### src/rtl/init_done_sequencer.sv
// init_done_sequencer: synchronises POR/init-done flags, qualifies them, then
// releases staged resets. Define INIT_SEQ_LOSS_DETECT_EN to fault on loss in READY.
module init_done_sequencer #(
    parameter int N_CH           = 4,
    parameter int SYNC_STAGES    = 2,
    parameter int STABLE_CYCLES  = 8,
    parameter int TIMEOUT_CYCLES = 100000,
    parameter int N_STAGE        = 3,
    parameter int RELEASE_DLY    = 4
) (
    input  logic               CLK,
    input  logic               RST,
    input  logic               FABRIC_POR_N,
    input  logic [N_CH-1:0]    DONE_IN,
    input  logic [N_CH-1:0]    CH_MASK,
    input  logic               CLR_FAULT,
    output logic [N_CH-1:0]    DONE_SYNC,
    output logic [N_STAGE-1:0] STAGE_RESET_N,
    output logic               SYS_READY,
    output logic               TIMEOUT_ERR,
    output logic [2:0]         STATE
);

    typedef enum logic [2:0] {
        S_WAIT_POR  = 3'd0,
        S_WAIT_DONE = 3'd1,
        S_STABLE    = 3'd2,
        S_RELEASE   = 3'd3,
        S_READY     = 3'd4,
        S_FAULT     = 3'd5
    } state_t;

    localparam int TO_W   = (TIMEOUT_CYCLES > 1) ? $clog2(TIMEOUT_CYCLES) : 1;
    localparam int ST_W   = (STABLE_CYCLES > 1) ? $clog2(STABLE_CYCLES) : 1;
    localparam int RL_LIM = RELEASE_DLY * N_STAGE;
    localparam int RL_W   = (RL_LIM > 1) ? $clog2(RL_LIM) : 1;

    localparam logic [TO_W-1:0] TO_LAST = TO_W'(TIMEOUT_CYCLES - 1);
    localparam logic [ST_W-1:0] ST_LAST = ST_W'(STABLE_CYCLES - 1);
    localparam logic [RL_W-1:0] RL_LAST = RL_W'(RL_LIM - 1);

    logic [SYNC_STAGES-1:0][N_CH:0] r_sync;
    logic [N_CH:0]                  w_sync_out;
    logic                           w_por_n;
    logic                           w_all_done;
    logic                           w_to_hit;

    state_t             r_state;
    state_t             w_nxt;
    logic [TO_W-1:0]    r_tcnt;
    logic [TO_W-1:0]    w_tcnt_nxt;
    logic [ST_W-1:0]    r_scnt;
    logic [ST_W-1:0]    w_scnt_nxt;
    logic [RL_W-1:0]    r_rcnt;
    logic [RL_W-1:0]    w_rcnt_nxt;
    logic [N_STAGE-1:0] r_stage_n;
    logic [N_STAGE-1:0] w_stage_nxt;
    logic               r_ready;
    logic               r_terr;

    // POR status rides in the top bit alongside the done flags
    always_ff @(posedge CLK) begin
        if (RST) begin
            r_sync <= '0;
        end else begin
            r_sync <= {r_sync[SYNC_STAGES-2:0], {FABRIC_POR_N, DONE_IN}};
        end
    end

    assign w_sync_out = r_sync[SYNC_STAGES-1];
    assign w_por_n    = w_sync_out[N_CH];
    assign DONE_SYNC  = w_sync_out[N_CH-1:0];
    assign w_all_done = &(DONE_SYNC | ~CH_MASK);

    always_comb begin
        w_nxt    = r_state;
        w_to_hit = (TIMEOUT_CYCLES != 0) && (r_tcnt == TO_LAST);
        case (r_state)
            S_WAIT_POR: begin
                if (w_por_n) w_nxt = S_WAIT_DONE;
            end
            S_WAIT_DONE: begin
                if (w_all_done)    w_nxt = S_STABLE;
                else if (w_to_hit) w_nxt = S_FAULT;
            end
            S_STABLE: begin
                if (!w_all_done)            w_nxt = S_WAIT_DONE;
                else if (r_scnt == ST_LAST) w_nxt = S_RELEASE;
            end
            S_RELEASE: begin
                if (r_rcnt == RL_LAST) w_nxt = S_READY;
            end
            S_READY: begin
`ifdef INIT_SEQ_LOSS_DETECT_EN
                if (!w_all_done) w_nxt = S_FAULT;
`else
                w_nxt = S_READY;
`endif
            end
            S_FAULT: begin
                if (CLR_FAULT) w_nxt = S_WAIT_POR;
            end
            default: w_nxt = S_WAIT_POR;
        endcase
        if (!w_por_n) w_nxt = S_WAIT_POR;
    end

    // Timeout count survives STABLE excursions; only WAIT_POR clears it
    always_comb begin
        w_tcnt_nxt = r_tcnt;
        if (w_nxt == S_WAIT_POR) begin
            w_tcnt_nxt = '0;
        end else if (r_state == S_WAIT_DONE && w_nxt == S_WAIT_DONE
                     && r_tcnt != '1) begin
            w_tcnt_nxt = r_tcnt + TO_W'(1);
        end

        w_scnt_nxt = '0;
        if (r_state == S_STABLE && w_nxt == S_STABLE && r_scnt != '1) begin
            w_scnt_nxt = r_scnt + ST_W'(1);
        end

        w_rcnt_nxt = '0;
        if (r_state == S_RELEASE && w_nxt == S_RELEASE && r_rcnt != '1) begin
            w_rcnt_nxt = r_rcnt + RL_W'(1);
        end
    end

    // Stage outputs are registered from the values the counters will hold
    always_comb begin
        w_stage_nxt = '0;
        if (w_nxt == S_READY) begin
            w_stage_nxt = '1;
        end else if (w_nxt == S_RELEASE) begin
            for (int k = 0; k < N_STAGE; k++) begin
                w_stage_nxt[k] = (int'(w_rcnt_nxt) >= k * RELEASE_DLY);
            end
        end
    end

    always_ff @(posedge CLK) begin
        if (RST) begin
            r_state   <= S_WAIT_POR;
            r_tcnt    <= '0;
            r_scnt    <= '0;
            r_rcnt    <= '0;
            r_stage_n <= '0;
            r_ready   <= 1'b0;
            r_terr    <= 1'b0;
        end else begin
            r_state   <= w_nxt;
            r_tcnt    <= w_tcnt_nxt;
            r_scnt    <= w_scnt_nxt;
            r_rcnt    <= w_rcnt_nxt;
            r_stage_n <= w_stage_nxt;
            r_ready   <= (w_nxt == S_READY);
            r_terr    <= (w_nxt == S_FAULT);
        end
    end

    assign STAGE_RESET_N = r_stage_n;
    assign SYS_READY     = r_ready;
    assign TIMEOUT_ERR   = r_terr;
    assign STATE         = r_state;

endmodule

### config.mk
export PLATFORM = sky130hd
export DESIGN_NAME = init_done_sequencer
export DESIGN_NICKNAME = d
export VERILOG_FILES = /design/src/rtl/init_done_sequencer.sv
export SDC_FILE = /design/constraint.sdc
export NUM_CORES = 1
export LEC_CHECK = 0
export ABC_AREA = 0
export CAP_MARGIN = 20
export CORE_ASPECT_RATIO = 1.25
export CORE_MARGIN = 2
export CORE_UTILIZATION = 30
export CTS_CLUSTER_DIAMETER = 30
export DETAILED_ROUTE_END_ITERATION = 12
export PLACE_DENSITY = 0.55
export SYNTH_ARGS = -nofsm -noshare
export SYNTH_HDL_FRONTEND = slang
export SYNTH_SLANG_ARGS = --single-unit
### constraint.sdc
create_clock -name CLK -period 2.9 [get_ports CLK]
set_input_delay 0.58 -clock CLK [delete_from_list [all_inputs] [get_ports CLK]]
set_output_delay 0.58 -clock CLK [all_outputs]
set_load 0.02 [all_outputs]
Yosys cells after proc, flatten, opt, wreduce, memory -nomap -nowiden
Cells that the tools add are included.

word-level totals
  input bits = 12
  flip-flop bits (word level) = 42
  logic and storage cells = 55
  output and inout port bits = 12

operators by class
  add/sub/neg operators = 3
  order comparisons = 2
  equal/unequal tests = 16
  bitwise gates (word level) = 3
  reductions and logical operators = 11
  muxes and demuxes = 11

operators by type and width
  kind                                                               number
  2-to-1 mux 3 bit                                                   9
  case mux 3 bit (6 select lines)                                    1
  adder 17 x 1 -> 17 bit, second input constant                      1
  == test 17 bit, second input constant                              1
  inequality test 17 bit, second input constant                      1
  == test 3 bit, second input constant                               5
  == test 3 x 2 -> 1 bit, second input constant                      4
  == test 3 x 1 -> 1 bit, second input constant                      2
  logical AND 1 bit                                                  6
  logical NOT 3 bit                                                  2
  adder 4 x 1 -> 4 bit, second input constant                        1
  == test 4 bit, second input constant                               1
  greater-or-equal comparator 4 x 3 -> 1 bit, second input constant  1
  greater-or-equal comparator 4 bit, second input constant           1
  2-to-1 mux 4 bit                                                   1
  inequality test 4 bit, second input constant                       1
  NOT 4 bit                                                          1
  bitwise OR 4 bit                                                   1
  AND reduction 4 bit                                                1
  OR reduction 2 bit                                                 2
  adder 3 x 1 -> 3 bit, second input constant                        1
  inequality test 3 bit, second input constant                       1
  NOT 1 bit                                                          1

Depth between registers and ports, before layout
Gate-level depths: netlist (run 1).

  depth after elaboration = 13
  gate-level depth with buffers = 13
  mapped depth without buffers = 11

Worst setup path after synthesis (run 1)
No wires, ideal clock.

  kind = reg2reg
  start point = register r_tcnt[0]
  end point = register r_tcnt[10]
  data required time = 2830 ps
  buffers on the path = 1
  slack = 348 ps
  stages on the path, launching flop included = 13
  setup time = 70 ps
  arrival = 2481 ps
  period minus slack after synthesis = 2552 ps
  cells stage by stage = dfxtp_1 ha_1 and4_1 and2_1 nand2_1 nor2_1 ha_1 nand3b_1 a21o_1 a211o_1 buf_6 or4_1 a21oi_1

between the ends
  longest elaborated chain between the ends = 8
  elaborated cells on any way between the ends = 12
  those cells by class = add/sub: 1; eq/ne: 3; mux: 4; reduce/logical: 4

RTL lines
  what                             line  RTL
  start: declaration               50    logic [TO_W-1:0] r_tcnt;
  start signal: assignment         152   r_tcnt <= w_tcnt_nxt;
  == test 17 bit                   77    w_to_hit = (TIMEOUT_CYCLES != 0) && (r_tcnt == TO_LAST);
  2-to-1 mux 3 bit                 84    else if (w_to_hit) w_nxt = S_FAULT;
  2-to-1 mux 3 bit                 83    if (w_all_done) w_nxt = S_STABLE;
  case mux 3 bit (6 select lines)  78    case (r_state)
  2-to-1 mux 3 bit                 105   if (!w_por_n) w_nxt = S_WAIT_POR;
  == test 3 x 1 -> 1 bit           113   end else if (r_state == S_WAIT_DONE && w_nxt == S_WAIT_DONE
  logical AND 1 bit                113
  logical AND 1 bit                114   && r_tcnt != '1) begin

Several ways; a longest one is shown, not always the timed one.
A chain may end at the register's enable or synchronous reset.

Worst setup path after layout (run 1)
  start point = register r_tcnt[0]
  end point = register r_tcnt[5]

The elaborated chain is that of the path after synthesis.

==> flow_summary_export.csv, run 1 <==
group,metric,value,unit
floorplanning,coreArea,6086,sq um
worst_setup_path,crit_path_frequent_cell,"ha_1",
route,post_drt_wl_per_cell,11.04,um
clock_network,clockRootBuffer,"clkbuf_8",
worst_setup_path,crit_required,3.12,ns
clock_network,cts.sinks,42,
sta,tns,0,ns
synthesis,ys_warn_count,0,
synthesis,syn_area,1867,sq um
hold_path,hold_depth,1,
sta,final_hold_viol_count,0,
layout,diodes,0,
global_routing,grtUsageTotal,11.69,%
pwr,vdd_drop_max,0.1468,mV
layout,mostFrequentLayoutCell,"dfxtp_1",
sta,tightest_slew,0.5147,ns
floorplanning,die_y,92.20,um
place,place.port_buffers,23,
run,max-cap-violations,0,
worst_setup_path,crit_type,"register to register",
sta,rsz0062_at_grt,"false",
layout,area_growth,21.38,%
clock_network,max-clock-path-buffers,2,
route,ant_nets,0,
route,post_drt_via_cell_ratio,4.893,
synthesis,synthCells,209,
pwr,p_leak,0.0007276,uW
worst_setup_path,path_cells,"ha_1, and4_1, and2_1, nand2_1, nor2_1, ha_1, nand3b_1, a21o_1, a211o_1, buf_12, or4_1, a21oi_1",
hold_path,min_path_type,"register to register",
route,drt-initial-drc-count,71,
worst_setup_path,crit_path_max_incr_delay,0.49,ns
synthesis,ys_ff_latch,42,
place,gp_congestion,0.7195,
synthesis,muxShareOfSynthArea,0,%
floorplanning,fp-row-count,32,
sta,finalCritPeriodShare,94.29,%
worst_setup_path,r2r_cells,12,
sta,post-route-min-period,2.734,ns
synthesis,synth_edf_count,0,
layout,drive_above_1_share,7.725,%
global_routing,grt_max_degree,34,
global_routing,antenna_found_initial,0,
synthesis,syn_avg_cell_area,8.932,sq um
route,dr.pass1.iters,4,
route,wl,3.511,mm
floorplanning,initial_core_util,30.67,%
clock_network,clk-insertion-delay-late,0.29,ns
worst_setup_path,cp_max_fo,33,
clock_network,cts_tree,"built",
worst_setup_path,critPathSlowestCell,"or4_1",
clock_network,post_cts_buffers,0,
worst_setup_path,start_kind,"register",
place,post-dp-hpwl,2.458,mm
synthesis,ys.flop_type,"dfxtp_1",
global_routing,grt_pass1_vias,1420,
global_routing,overflow,0,
clock_network,clk_pin_slew,0.08,ns
sta,slew_headroom,65.69,%
floorplanning,dieArea,6874,sq um
pwr,power_density,443.4,nW/um^2
status,status,"complete, no violations",
clock_network,htree_levels,2,
synthesis,synthArstFlopShare,0,%
route,vias,1556,
synthesis,synth_xor_area_share,1.408,%
synthesis,yosysSeqAreaShare,45.04,%
synthesis,synthAdderAreaFrac,3.351,%
route,drc_errors,0,
sta,setup_violations,0,
sta,skew,0.01032,ns
synthesis,syn-num-nets,226,
sta,drv_slew,0,
synthesis,synth_top_family_by_area,"simple AND/OR/NAND/NOR gates",
layout,mostFrequentLayoutCells,"dfxtp_1 (41), clkdlybuf4s50_1 (23), a21oi_1 (18)",
synthesis,synth_compound_area_share,15.88,%
global_routing,grt_pass1_wl,6.313,mm
floorplanning,dieWidth,74.56,um
worst_setup_path,critical_path_arrival,2.96,ns
sta,fmax,0.3657,GHz
layout,finalNetCount,249,
synthesis,yosysUniqueCellTypes,40,
layout,utilization,37.23,%
floorplanning,ioPinCount,24,
clock_network,numCtsBuffers,5,
synthesis,yosys.area_share.simple,28.69,%
worst_setup_path,crit_path_end_kind,"register",
clock_network,hold_buffers,0,
clock_network,post_cts_resized,0,
-- where the power goes --
group          switching [uW]  internal (uW)
Combinational            17.3           27.0
Sequential               2.86            583
Clock                     205            169
Total                     226            779
-- synthesized netlist by cell type, types with 2 or more instances --
cell type / instances / area share [%]
a21o_1: 3 / 1.2
a21oi_1: 18 / 4.8
and2_1: 2 / 0.67
and3_1: 2 / 0.67
and4_1: 2 / 0.94
buf_4: 5 / 2.0
buf_6: 2 / 1.2
clkbuf_1: 5 / 1.0
dfxtp_1: 42 / 45
ha_1: 5 / 3.4
inv_1: 7 / 1.4
nand2_1: 17 / 3.4
nand2b_1: 3 / 1.0
nand3_1: 9 / 2.4
nand3b_1: 4 / 1.6
nor2_1: 15 / 3.0
nor2b_1: 12 / 4.0
nor3_1: 2 / 0.54
nor4bb_1: 2 / 1.1
o21ai_0: 9 / 2.4
o31ai_1: 9 / 3.6
or3_1: 6 / 2.0
or4_1: 10 / 4.0
xor2_1: 2 / 0.94
-- path summary, 6_finish.rpt --
path,from,endpoint,slack (ns)
worst max-delay path,r_tcnt[0],r_tcnt[5],0.17
worst min-delay path,r_scnt[0],r_scnt[0],0.42
worst max register to register,r_tcnt[0],r_tcnt[5],0.17
worst min register to register,r_scnt[0],r_scnt[0],0.42
-- stage by stage --
step                power, uW  setup WS (ns)  std cells  instance area [sq um]  hold WS (ns)
floorplan               621.8         0.3481        209                   1867        0.3974
global placement        644.3         0.1473        310                   2175        0.4096
detailed placement      644.4         0.1161        310                   2175        0.4187
CTS                      1027         0.1321        318                   2265        0.4312
global route             1058       0.004273        318                   2266        0.4559
finish                   1005         0.1655        318                   2266        0.4218
-- cells by family (layout without fill, tap and decap cells) --
logic type                 count (synthesis)  in the layout
AOI/OAI and AO/OA                         48             48
xor gates and xnor gates                   3              3
adders and majority gates                  5              5
buffers and inverters                     19             43
DFF                                       42             42
and+or+nand+nor                           92             92
-- flip-flops by register name (all words and copies together) (netlist names) --
name           count
STATE              3
r_rcnt             4
r_scnt             3
TIMEOUT_ERR        1
w_sync_out         5
SYS_READY          1
STAGE_RESET_N      3
r_tcnt            17
r_sync             5
-- critical path, delay by kind of cell (launching register included) --
family                     cells  cell delay, ns
and+or+nand+nor                6            1.15
adders and majority gates      2            0.39
DFF                            1            0.35
AOI/OAI and AO/OA              3            0.60
buffers and inverters          1            0.17
-- layer usage --
metal	global-route usage, %	part of all wire, %
met5	0	0
met4	5.357	1.6
met3	2.967	2.9
met2	19.76	50
met1	13.45	45
-- final cells by class --
type	count	area, sq um
multi-input cells	148	920.9
clock buffers	5	68.82
well taps	85	106.4
flip-flops and latches	42	842.1
fillers	646	3820
clock inverters	3	21.27
inverters	7	26.28
repair buffers	28	280.3
No activity file was read; power rests on OpenSTA's default activity.
==> run 2: changes to the inputs <==
- CORE_UTILIZATION: 30 -> 54
- PLACE_DENSITY: 0.55 -> 0.84
==> run 2 against run 1 <==
Sequential cell count unchanged. Clock power up 51%. Via count rose by 1.5%. Largest cell class unchanged.
==> flow_summary_export.csv, run 2 (synthesized netlist as in run 1, its figures left out) <==
group,metric,value,unit
clock_network,clockRootBuffer,"clkbuf_8",
layout,mostFrequentLayoutCell,"dfxtp_1",
route,post_drt_via_cell_ratio,5.827,
layout,mostFrequentLayoutCells,"dfxtp_1 (42), clkdlybuf4s50_1 (23), a21oi_1 (18)",
layout,finalNetCount,250,
worst_setup_path,crit_path_end_kind,"register",
floorplanning,fp-row-count,23,
clock_network,clk_pin_slew,0.08,ns
clock_network,numCtsBuffers,5,
global_routing,grt_max_degree,26,
floorplanning,die_y,69.74,um
pwr,p_leak,0.0007544,uW
floorplanning,initial_core_util,57.41,%
clock_network,max-clock-path-buffers,2,
clock_network,clk-insertion-delay-late,0.30,ns
route,drc_errors,0,
worst_setup_path,path_cells,"ha_1, and4_1, and2_1, nand2_1, nor2_1, ha_1, nand3b_1, a21o_1, a211o_4, or4_1, a21oi_1",
pwr,switching_share,18.52,%
pwr,p_comb_share,3.7,%
sta,fmax,0.3703,GHz
route,dr.pass1.iters,4,
route,drt-initial-drc-count,63,
status,status,"complete, no violations",
pwr,vdd_drop_max,0.4459,mV
layout,largest_reg_flops,17,
worst_setup_path,cp-startpoint,"r_tcnt[1]",
pwr,p_seq_share,48.9,%
global_routing,overflow,0,
floorplanning,dieWidth,56.59,um
layout,utilization,69.53,%
place,gp_congestion,0.8041,
worst_setup_path,crit_path_frequent_cell,"ha_1",
place,post-dp-hpwl,2.414,mm
worst_setup_path,start_kind,"register",
pwr,internal_power,976.5,uW
worst_setup_path,critical_path_arrival,2.93,ns
clock_network,htree_levels,2,
global_routing,grt_pass1_wl,6.210,mm
layout,fin_cells,271,
layout,diodes,0,
sta,drv_slew,0,
sta,slew_headroom,65.22,%
sta,final_hold_viol_count,0,
pwr,power_frac_clock,47.4,%
floorplanning,coreArea,3252,sq um
clock_network,cts.sinks,42,
route,post_drt_wl_per_cell,13.05,um
clock_network,cts_tree,"built",
worst_setup_path,crit_path_max_incr_delay,0.52,ns
place,place_inst,263,
worst_setup_path,critPathSlowestCell,"or4_1",
floorplanning,dieArea,3946,sq um
pwr,finalPower,1198,uW
sta,post-route-min-period,2.700,ns
pwr,power.switching,221.9,uW
hold_path,min_path_type,"register to register",
place,place.port_buffers,23,
route,ant_nets,0,
layout,drive_above_1_share,8.120,%
sta,rsz0062_at_grt,"false",
sta,tightest_slew,0.5217,ns
worst_setup_path,crit_required,3.12,ns
route,wl,3.537,mm
sta,finalCritPeriodShare,93.12,%
layout,area_growth,21.11,%
route,vias,1579,
floorplanning,ioPinCount,24,
global_routing,grtUsageTotal,19.78,%
worst_setup_path,cp_max_fo,25,
global_routing,antenna_found_initial,0,
worst_setup_path,reg2reg_from,"r_tcnt[1]",
sta,setup_violations,0,
sta,skew,0.004151,ns
run,max-cap-violations,0,
worst_setup_path,crit_type,"register to register",
global_routing,grt_pass1_vias,1521,
sta,fin_hold_ws,0.4384,ns
layout,largest_register,"r_tcnt",
pwr,power_density,530.1,nW/um^2
hold_path,hold_start,"r_scnt[0]",
## run 2: routing by layer
| layer | global-route usage [%] | part of all wire (%) |
|---|---|---|
| met5 | 0 | 0 |
| met4 | 10.58 | 2.6 |
| met3 | 5.597 | 3.4 |
| met2 | 34.24 | 52 |
| met1 | 21.26 | 42 |
## run 2: per-stage QoR
| step | setup WS, ns | TNS, ns | area (sq um) |
|---|---|---|---|
| 6_report | 0.1996 | 0 | 2261 |
| 5_1_grt | 0.04208 | 0 | 2261 |
| 4_1_cts | 0.08247 | 0 | 2253 |
| 3_5_place_dp | -0.06479 | -0.2542 | 2110 |
| 3_3_place_gp | 0.02971 | 0 | 2110 |
| 2_1_floorplan | 0.3481 | 0 | 1867 |
## run 2: power groups by stage
stage	combinational (uW)	clock (uW)	sequential, uW
floorplan	23.2	0	599
global placement	42.9	0	599
detailed placement	43.9	0	600
CTS	44.2	577	586
global route	47.9	599	587
finish	44.1	568	586
## run 2: cell type report
class,count,area [sq um]
Multi-Input combinational cell,148,929.6
Inverter,7,26.28
Fill cell,276,991.0
Clock buffer,6,82.58
Clock inverter,2,60.06
Timing Repair Buffer,29,275.3
Tap cell,37,46.29
Sequential cell,42,840.8
## run 2: worst paths after layout
| kind | endpoint | slack [ns] | depth (start not counted) |
|---|---|---|---|
| min reg2reg | r_scnt[0] | 0.44 | 1 |
| min | r_scnt[0] | 0.44 | 1 |
| max | r_tcnt[5] | 0.20 | 11 |
| max reg2reg | r_tcnt[5] | 0.20 | 11 |
## run 2: timing repair
action / CTS / global route
hold buffers: 0 / 0
pin swaps: 0 / 1
resized for setup: 1 / 1
endpoints found under the setup margin: 1 / 6
buffers inserted: 0 / 0
## run 2: worst max-delay path: cells and delay by family (launching register included)
family,cells,cell delay (ns)
AOI/OAI and AO/OA,3,0.70
and+or+nand+nor,6,1.19
adders and majority gates,2,0.38
DFF,1,0.34
